## src/rtl/fetch_stage.sv

```systemverilog
// Instruction-fetch stage: owns the PC, issues icache word reads, buffers a
// word that returns while IF/ID is stalled, and applies redirects and halt.
module fetch_stage #(
  parameter logic [31:0] PC_INIT = 32'h0000_0000
) (
  input  logic        CLK,
  input  logic        RST,
  output logic        iREN,
  output logic [31:0] iaddr,
  input  logic        ihit,
  input  logic [31:0] iload,
  input  logic        stall_in,
  input  logic        redirect_valid,
  input  logic [31:0] redirect_pc,
  input  logic        halt_in,
  output logic [31:0] instr_out,
  output logic [31:0] pc4_out,
  output logic        ifid_en,
  output logic        ifid_flush,
  output logic [31:0] fetch_cnt,
  output logic        halted
);

  typedef enum logic [1:0] {
    FETCH  = 2'd0,
    HOLD   = 2'd1,
    HALTED = 2'd2
  } state_t;

  state_t      state_q;
  logic [31:0] pc_q;
  logic [31:0] instr_buf_q;
  logic [31:0] fetch_cnt_q;
  logic [31:0] fetch_cnt_d;
  logic [31:0] pc4;
  logic [31:0] redirect_target;
  logic        deliver;

  assign pc4             = pc_q + 32'd4;
  assign redirect_target = redirect_pc & 32'hFFFF_FFFC;

  assign iREN       = (state_q == FETCH);
  assign iaddr      = pc_q;
  assign pc4_out    = pc4;
  assign instr_out  = (state_q == HOLD) ? instr_buf_q : iload;
  assign halted     = (state_q == HALTED);
  assign ifid_flush = redirect_valid & ~halt_in & (state_q != HALTED);
  assign ifid_en    = ifid_flush |
                      (~halt_in & ~stall_in &
                       (((state_q == FETCH) & ihit) | (state_q == HOLD)));

  // A flushed slot is not a delivered instruction, so it is not counted.
  assign deliver     = ifid_en & ~ifid_flush;
  assign fetch_cnt_d = fetch_cnt_q + {31'd0, deliver};
  assign fetch_cnt   = fetch_cnt_q;

  // Fetch FSM, PC, stall buffer and delivery counter; halt beats redirect beats hit/stall.
  always_ff @(posedge CLK) begin
    if (RST) begin
      state_q     <= FETCH;
      pc_q        <= PC_INIT;
      instr_buf_q <= '0;
      fetch_cnt_q <= '0;
    end else begin
      fetch_cnt_q <= fetch_cnt_d;
      case (state_q)
        FETCH: begin
          if (halt_in) begin
            state_q <= HALTED;
          end else if (redirect_valid) begin
            // Any word returning this cycle belongs to the wrong path.
            pc_q <= redirect_target;
          end else if (ihit) begin
            if (stall_in) begin
              instr_buf_q <= iload;
              state_q     <= HOLD;
            end else begin
              pc_q <= pc4;
            end
          end
        end
        HOLD: begin
          if (halt_in) begin
            state_q <= HALTED;
          end else if (redirect_valid) begin
            pc_q        <= redirect_target;
            instr_buf_q <= '0;
            state_q     <= FETCH;
          end else if (!stall_in) begin
            pc_q    <= pc4;
            state_q <= FETCH;
          end
        end
        HALTED: begin
          state_q <= HALTED;
        end
        default: begin
          state_q <= FETCH;
        end
      endcase
    end
  end

endmodule

```

## config.mk

```make
export PLATFORM = sky130hd
export DESIGN_NAME = fetch_stage
export DESIGN_NICKNAME = d
export VERILOG_FILES = /design/src/rtl/fetch_stage.sv
export SDC_FILE = /design/constraint.sdc
export NUM_CORES = 1
export LEC_CHECK = 0
export BUFFER_PORTS_ARGS = -buffer_cell sky130_fd_sc_hd__buf_4
export CORE_MARGIN = 2
export CORE_UTILIZATION = 55
export CTS_BUF_LIST = sky130_fd_sc_hd__clkbuf_8 sky130_fd_sc_hd__clkbuf_16
export DETAILED_ROUTE_END_ITERATION = 6
export PLACE_DENSITY_LB_ADDON = 0.2
export SLEW_MARGIN = 20
export SYNTH_ARGS = -nofsm -noshare
export SYNTH_HDL_FRONTEND = slang
export SYNTH_SLANG_ARGS = --single-unit
```

## constraint.sdc

```tcl
create_clock -name CLK -period 4.84 [get_ports CLK]
set_clock_uncertainty 0.05 [all_clocks]
set_input_delay 0.726 -clock CLK [delete_from_list [all_inputs] [get_ports CLK]]
set_output_delay 0.726 -clock CLK [all_outputs]
set_load 0.03 [all_outputs]
```

# [After elaboration in Yosys (flattened, before gate mapping)]
# Cells that the tools add are included.
[totals] out_inout_bits=132 register_bits=98 word_cells=59
[classes] n_reduce_logical=5 add_sub_neg=2 n_bitwise=11 muxes=23 n_eq_ne=14
[ops] operator="32-bit two-way mux" n=13
[ops] operator="32-bit one-hot mux with 2 select lines" n=2
[ops] operator="32-bit by 1-bit adder with 32-bit output" n=1
[ops] operator="32-bit by 3-bit adder with 32-bit output, second input constant" n=1
[ops] operator="2-bit two-way mux" n=7
[ops] operator="2-bit inequality test, second input constant" n=5
[ops] operator="3-bit by 1-bit inequality test with 1-bit output, second input constant" n=3
[ops] operator="4-bit AND reduction" n=2
[ops] operator="7-bit AND reduction" n=1
[ops] operator="1-bit bitwise AND" n=6
[ops] operator="2-bit one-hot mux with 3 select lines" n=1
[ops] operator="2-bit by 1-bit inequality test with 1-bit output, second input constant" n=2
[ops] operator="4-bit inequality test, second input constant" n=1
[ops] operator="3-bit by 2-bit inequality test with 1-bit output, second input constant" n=1
[ops] operator="1-bit NOT" n=3
[ops] operator="2-bit by 1-bit equality test with 1-bit output, second input constant" n=1
[ops] operator="2-bit equality test, second input constant" n=1
[ops] operator="2-bit logical NOT" n=1
[ops] operator="1-bit bitwise OR" n=2
[ops] operator="2-bit nonzero test" n=1

# [Longest topological paths before layout]
# Gate-level depths: netlist of run 1.
[logic_depth] depth_word=7 ltp_mapped=12 mapped_depth_nobuf=8

# [Worst setup path before layout of run 1]
# OpenSTA, ideal clock, no wires.
[synth_timing] kind="in2reg" start="input port redirect_valid" end="register fetch_cnt_q[30], in the netlist fetch_cnt[30]" t_arrival_ns=3.285 cell_stages=12 setup_time_ns=0.121 setup_slack_ns=1.384 t_required_ns=4.669 path_buffers=5 cell_sequence="clkbuf_1 -> clkbuf_1 -> clkbuf_1 -> nor3_1 -> ha_1 -> ha_1 -> inv_1 -> or4_1 -> clkbuf_1 -> clkbuf_1 -> nor3_1 -> mux2_2"
[synth_between] elab_chain_cells=5 word_cells_on_any_way=6 cone_classes="add/sub: 1; bitwise: 5"
[synth_lines] item="start, declared" line="13" source="input logic redirect_valid,"
[synth_lines] item="1-bit bitwise AND (*) (2 in series)" line="47" source="assign ifid_flush = redirect_valid & ~halt_in & (state_q != HALTED);"
[synth_lines] item="1-bit bitwise OR / 1-bit NOT (equally long branches)" line="48, 53"
[synth_lines] item="1-bit bitwise AND (*)" line="53" source="assign deliver = ifid_en & ~ifid_flush;"
[synth_lines] item="32-bit by 1-bit adder with 32-bit output (*)" line="54" source="assign fetch_cnt_d = fetch_cnt_q + {31'd0, deliver};"
[synth_lines] item="end signal, assigned" line="65" source="fetch_cnt_q <= fetch_cnt_d;"
[synth_lines] item="end, declared" line="33" source="logic [31:0] fetch_cnt_q;"
# Every way passes the cells marked *; elsewhere a longest branch is shown, timed or not.
# A chain may end at the register's enable or synchronous reset.

# [Final worst setup path of run 1]
[layout_timing] start="register pc_q[8], in the netlist iaddr[8]" end="output port pc4_out[15]"
[layout_between] elab_chain_cells=1
[layout_lines] item="start, declared" line="31" source="logic [31:0] pc_q;"
[layout_lines] item="start signal, assigned" line="72" source="pc_q <= redirect_target;"
[layout_lines] item="start signal, assigned" line="78" source="pc_q <= pc4;"
[layout_lines] item="start signal, assigned" line="86" source="pc_q <= redirect_target;"
[layout_lines] item="32-bit by 3-bit adder with 32-bit output" line="39" source="assign pc4 = pc_q + 32'd4;"
[layout_lines] item="end, declared" line="17" source="output logic [31:0] pc4_out,"
# No other way between the ends.

==> results of run 1 <==
[per-layer routing]
metal | routed length, µm | GRT usage, %
met1 | 6870 | 37.8
met2 | 7850 | 46.1
met3 | 1560 | 6.57
met4 | 451 | 11.8
met5 | 0 | 0
[Yosys cell counts, types with 3 or more instances]
library cell   n  share of area, %
dfxtp_1       96                33
nor2_1        71               4.6
clkbuf_1      49               3.2
nand2_1       48               3.1
and2_1        36               3.9
a21oi_1       34               2.9
a31o_2        34               5.1
mux2i_1       34               5.8
nand3_1       29               2.5
xnor2_1       28               4.2
or4_1         27               3.5
nand4_1       18               1.9
o31ai_1       16               2.1
a31oi_1       15               1.6
o21ai_0       15               1.3
inv_1         14              0.90
and3_1        13               1.4
nor3_1        13               1.1
buf_2         11              0.95
nor4_1         9              0.97
and4_1         8               1.2
xor2_1         8               1.2
nor2b_1        7              0.75
o211ai_1       6              0.77
mux2_2         5              0.97
or3_1          5              0.54
a311o_1        4              0.69
buf_1          4              0.26
buf_4          4              0.52
a22oi_1        3              0.39
clkinv_1       3              0.19
ha_1           3              0.64
o2111ai_1      3              0.45
or2_2          3              0.32
[tightest hold or removal path: stages (launching register included)]
cell,delay [ps]
dfxtp_1,340
mux2i_1,70
nor2_1,70
[placed cells by master (no fill, tap or decap), types with 4 or more instances in the layout]
master    Yosys  routed
buf_4         4     201
dfxtp_1      96      96
nor2_1       71      71
nand2_1      48      48
and2_1       36      36
a31o_2       34      34
mux2i_1      34      34
a21oi_1      34      33
nand3_1      29      29
xnor2_1      28      28
or4_1        27      27
nand4_1      18      18
o31ai_1      16      16
inv_1        14      15
a31oi_1      15      15
o21ai_0      15      14
nor3_1       13      13
and3_1       13      13
clkbuf_8      0       9
xor2_1        8       8
and4_1        8       8
nor4_1        9       8
nor2b_1       7       7
o211ai_1      6       6
or3_1         5       5
mux2_2        5       5
a311o_1       4       4
conb_1        1       4
[sequential cells by signal, indices dropped and copies added, names as in the netlist]
name         flops
state_q          2
iaddr           30
fetch_cnt       32
instr_buf_q     32
[kinds of logic (layout without fill, tap and decap cells)]
family                   Yosys count  in the layout  synth area share [%]
buffers and inverters             85            233                  5.97
AND/OR/NAND/NOR                  299            299                  27.9
AO/OA/AOI/OAI                    163            163                  20.2
adder cells (fa/ha/maj)            3              3                 0.645
multiplexers                      39             39                  6.81
XOR/XNOR                          36             36                  5.41
other                              1              4                0.0644
flip-flops                        96             96                  33.0
[stage by stage]
stage / hold slack [ps] / std cells / utilization [%] / power [mW] / area [µm²]
4_1_cts: 456 / 1009 / 72.3 / 1.83 / 7460
3_3_place_gp: 424 / 994 / 70.2 / 1.26 / 7250
3_5_place_dp: 436 / 994 / 70.2 / 1.26 / 7250
2_1_floorplan: 411 / 725 / - / 1.11 / 5830
6_report: 457 / 1009 / 72.3 / 1.83 / 7470
5_1_grt: 480 / 1009 / 72.3 / 1.89 / 7470
[layout make-up]
| type | count | area, µm² |
|---|---|---|
| clock buffer | 9 | 124 |
| clock inverter | 6 | 85.1 |
| fill | 797 | 2860 |
| inverter | 17 | 63.8 |
| multi-input combinational | 544 | 3590 |
| sequential | 96 | 1920 |
| tap | 136 | 170 |
| timing repair buffer | 201 | 1510 |
[path summary, 6_finish.rpt]
check / to / slack (ps) / startpoint / cells past startpoint
setup / recovery: pc4_out[15] / 1250 / iaddr[8] / 5
hold / removal: instr_buf_q[10] / 460 / instr_buf_q[10] / 2
setup reg to reg: fetch_cnt[20] / 1420 / state_q[0] / 10
hold reg to reg: instr_buf_q[10] / 460 / instr_buf_q[10] / 2
[power by group through the flow]
stage               Combinational, mW  Sequential, mW  Clock [mW]
finish                          0.396           0.852       0.577
CTS                             0.395           0.850       0.582
floorplan                       0.232           0.879           0
global route                    0.421           0.856       0.617
global placement                0.388           0.867           0
detailed placement              0.394           0.869           0
==> flow_summary.json, run 1 <==
{
  "die_w_um": 107,
  "cap_violations": 0,
  "worst-path-buf-inv": 1,
  "fmax_mhz": 279,
  "nNetsFinal": 942,
  "swShare_pct": 30.9,
  "grt_pass1_vias": 5586,
  "area_delta_synth_final_pct": 28.2,
  "holdBufCountCts": 0,
  "avgSynthCellArea_um2": 8.07,
  "drt-initial-drc-count": 381,
  "seqPwrFrac_pct": 46.7,
  "setup_tns_ps": 0,
  "root_buffer": "clkbuf_8",
  "crit_path_max_incr_delay_ps": 980,
  "drv_slew": 0,
  "async_flop_share_pct": 0,
  "setup_viol": 0,
  "ys_ff_latch": 96,
  "gr-total-overflow": 0,
  "slowest_stage": "nor4_2",
  "cts_buffers": 9,
  "preCtsSetupSlack_ps": 1140,
  "ant_nets": 0,
  "routedWlPerCell_um": 16.6,
  "cp-end-kind": "primary output",
  "dieArea_mm2": 0.0114,
  "path_max_fanout": 11,
  "irDropWorstVdd_uv": 161,
  "cts_resized": 0,
  "cts_tree": "done",
  "synth_ff_type": "dfxtp_1",
  "clock_sinks": 96,
  "synth_edf_count": 0,
  "arrival_ps": 2810,
  "switching_power_mw": 0.564,
  "hold_viol_final": 0,
  "path_delay_family": "simple AND/OR/NAND/NOR gates",
  "wl_um": 16700,
  "drive_gt1_share_pct": 30.6,
  "worst_slack_ps": 1250,
  "leakage_nw": 2.89,
  "post_cts_buffers": 0,
  "n_antenna_cell": 0,
  "p_comb_share_pct": 21.7,
  "p_int_mw": 1.26,
  "cts_buffer_depth": 2,
  "io_pins": 202,
  "synth_area_mm2": 0.00582,
  "ys_types": 66,
  "period_share_pct": 74.1,
  "pwr_density_cell_mw_per_mm2": 244,
  "status": "completed",
  "drc": 0,
  "track_usage_pct": 28.9,
  "dr.pass1.iters": 4,
  "core_mm2": 0.0103,
  "synthesis.instances": 722,
  "dpl.hpwl_um": 11600,
  "ys_warn_count": 0,
  "grt_max_degree": 97,
  "clkTransAtPathRegs_ps": 90,
  "pwr-share-clk_pct": 31.6,
  "gp_congestion": 0.966,
  "rows": 37,
  "slew_headroom_pct": 26.4,
  "startpoint_type": "flip-flop",
  "worst_pin_slew_ps": 1090,
  "worstPathRequired_ps": 4060,
  "hold_path_class": "reg2reg",
  "worstSetupPathType": "reg2out",
  "htreeDepth": 3,
  "port_buffers": 195,
  "clock_latency_ps": 370,
  "rsz0062_at_grt": "false",
  "fin_crit_ps": 3590,
  "grt_first_pass_wirelength_um": 27200,
  "vias": 6133,
  "via_per_inst": 6.08,
  "yosysSeqAreaShare_pct": 33.0,
  "antenna_found_initial": 0,
  "crit_chain": "nand4_4 > nor4_2 > nand2_1 > xnor2_1 > buf_4",
  "start_util_pct": 56.4,
  "fp.dieH_um": 107
}
(Power assumes the default switching activity.)
==> inputs of run 2 (changes only) <==
--- a/config.mk
+++ b/config.mk
@@ -7,7 +7,7 @@
 export LEC_CHECK = 0
 export BUFFER_PORTS_ARGS = -buffer_cell sky130_fd_sc_hd__buf_4
 export CORE_MARGIN = 2
-export CORE_UTILIZATION = 55
+export CORE_UTILIZATION = 46
 export CTS_BUF_LIST = sky130_fd_sc_hd__clkbuf_8 sky130_fd_sc_hd__clkbuf_16
 export DETAILED_ROUTE_END_ITERATION = 6
 export PLACE_DENSITY_LB_ADDON = 0.2
==> constraint.sdc (replaced) <==
create_clock -name CLK -period 3.3 [get_ports CLK]
set_clock_uncertainty 0.05 [all_clocks]
set_input_delay 0.495 -clock CLK [delete_from_list [all_inputs] [get_ports CLK]]
set_output_delay 0.495 -clock CLK [all_outputs]
set_load 0.03 [all_outputs]
==> run 2 against run 1 <==
Compared with the run above:
- count of clock-buffer cells in the layout increased by 2
- critical endpoint is now pc4_out[30]
- routed wire length up 5.7%
- combinational power rose by 53%
- global-route usage shrank 3.5 points
- highest routed layer unchanged
==> flow_summary.json, run 2 (synthesis results as in run 1) <==
{
  "status": "completed",
  "path_max_fanout": 8,
  "vias": 6227,
  "routedWlPerCell_um": 16.6,
  "cts_tree": "done",
  "root_buffer": "clkbuf_16",
  "slew_headroom_pct": 40.3,
  "worstSetupPathType": "reg2out",
  "swShare_pct": 30.1,
  "arrival_ps": 2530,
  "dieArea_mm2": 0.0136,
  "postPlaceCellArea_mm2": 0.00743,
  "die_w_um": 117,
  "grt_max_degree": 69,
  "seqPwrFrac_pct": 41.9,
  "port_buffers": 195,
  "drt-initial-drc-count": 564,
  "clkTransAtPathRegs_ps": 70,
  "wl_um": 17700,
  "whs_ps": 368,
  "grt_first_pass_wirelength_um": 27900,
  "leakage_nw": 3.02,
  "pwr_density_cell_mw_per_mm2": 383,
  "min_path_cells": 2,
  "setup_viol": 0,
  "gr-total-overflow": 0,
  "rr_worst_depth": 9,
  "p_int_mw": 2.07,
  "cap_violations": 0,
  "clock_latency_ps": 350,
  "switching_power_mw": 0.892,
  "irDropWorstVdd_uv": 331,
  "period_share_pct": 93.1,
  "final_cell_mix": "218 x buf_4, 96 x dfxtp_1, 71 x nor2_1",
  "cts_buffer_depth": 2,
  "nNetsFinal": 959,
  "drive_gt1_share_pct": 32.2,
  "postLayoutCellArea_mm2": 0.00775,
  "worstPathRequired_ps": 2750,
  "htreeDepth": 3,
  "n_antenna_cell": 0,
  "hold_path_class": "in2reg",
  "core_mm2": 0.0125,
  "io_pins": 202,
  "setup_tns_ps": 0,
  "r2r-start": "state_q[1]",
  "crit_start": "iaddr[2]",
  "p_total_mw": 2.97,
  "worst_pin_slew_ps": 896,
  "hold_start": "stall_in",
  "clock_sinks": 96,
  "track_usage_pct": 25.4,
  "startpoint_type": "flip-flop",
  "rsz0062_at_grt": "false",
  "fin_crit_ps": 3070,
  "rows": 41,
  "dr.pass1.iters": 5,
  "drv_slew": 0,
  "ant_nets": 0,
  "gp_congestion": 0.861,
  "pwr-share-clk_pct": 37.7,
  "cts_buffers": 9,
  "hold_viol_final": 0,
  "via_per_inst": 5.86,
  "area_delta_synth_final_pct": 33.1,
  "start_util_pct": 46.7,
  "p_comb_share_pct": 20.4,
  "antenna_found_initial": 0,
  "fmax_mhz": 325,
  "drc": 0,
  "post_cts_buffers": 0,
  "fp.dieH_um": 117,
  "dpl.hpwl_um": 12300,
  "cp-end-kind": "primary output",
  "layout_commonest_cell": "buf_4",
  "grt_pass1_vias": 5639
}
==> run 2: cell types whose count changed in the layout (fill, tap and decap cells not counted), sizes merged <==
cell | before | now
buf | 201 | 218
clkinv | 4 | 5
clkbuf | 9 | 11
bufinv | 2 | 1
clkinvlp | 1 | 0
==> run 2: power groups by stage <==
stage	combinational, mW	clock (mW)	sequential [mW]
finish	0.604	1.12	1.24
global route	0.643	1.17	1.25
CTS	0.604	1.13	1.24
detailed placement	0.602	0	1.27
global placement	0.592	0	1.27
floorplan	0.341	0	1.29
==> run 2: layout make-up <==
| class | instances | area, µm² |
|---|---|---|
| fill | 1113 | 4720 |
| multi-input combinational | 544 | 3600 |
| sequential | 96 | 1920 |
| timing repair buffer | 218 | 1640 |
| clock buffer | 11 | 253 |
| tap | 172 | 215 |
| inverter | 17 | 63.8 |
| clock inverter | 5 | 61.3 |
==> run 2: final timing paths <==
path	slack, ps	to
max	230	pc4_out[30]
min	370	state_q[0]
max reg2reg	410	fetch_cnt[20]
min reg2reg	450	instr_buf_q[22]
==> run 2: layer usage <==
layer	part of all wire [%]	GRT usage [%]	routed length, µm	vias to the layer above
met4	1.9	9.13	339	0
met2	46	40.1	8120	272
met1	43	33.7	7590	2953
li1	-	-	-	2978
met5	0	0	0	-
met3	9.3	6.49	1640	24
==> run 2: worst max-delay path: stages, from the launching register on <==
cell,delay (ps)
dfxtp_1,490
ha_1,250
nand3_1,100
or4_1,630
or2_2,370
xnor2_1,150
buf_4,180
==> run 2: per-stage QoR <==
| step | setup WS [ps] | std cells | utilization (%) |
|---|---|---|---|
| after floorplan | 75.3 | 725 | - |
| final | 227 | 1063 | 62.2 |
| after CTS | 145 | 1063 | 62.1 |
| after global routing | 72.9 | 1063 | 62.2 |
| after global placement | 165 | 1047 | 59.6 |
| after detailed placement | 145 | 1047 | 59.6 |
==> run 2: what timing repair did <==
| action | CTS | global route |
|---|---|---|
| endpoints found under the hold margin | 0 | 0 |
| resized for setup | 0 | 1 |
| setup endpoints to repair | 0 | 1 |
| hold buffers | 0 | 0 |
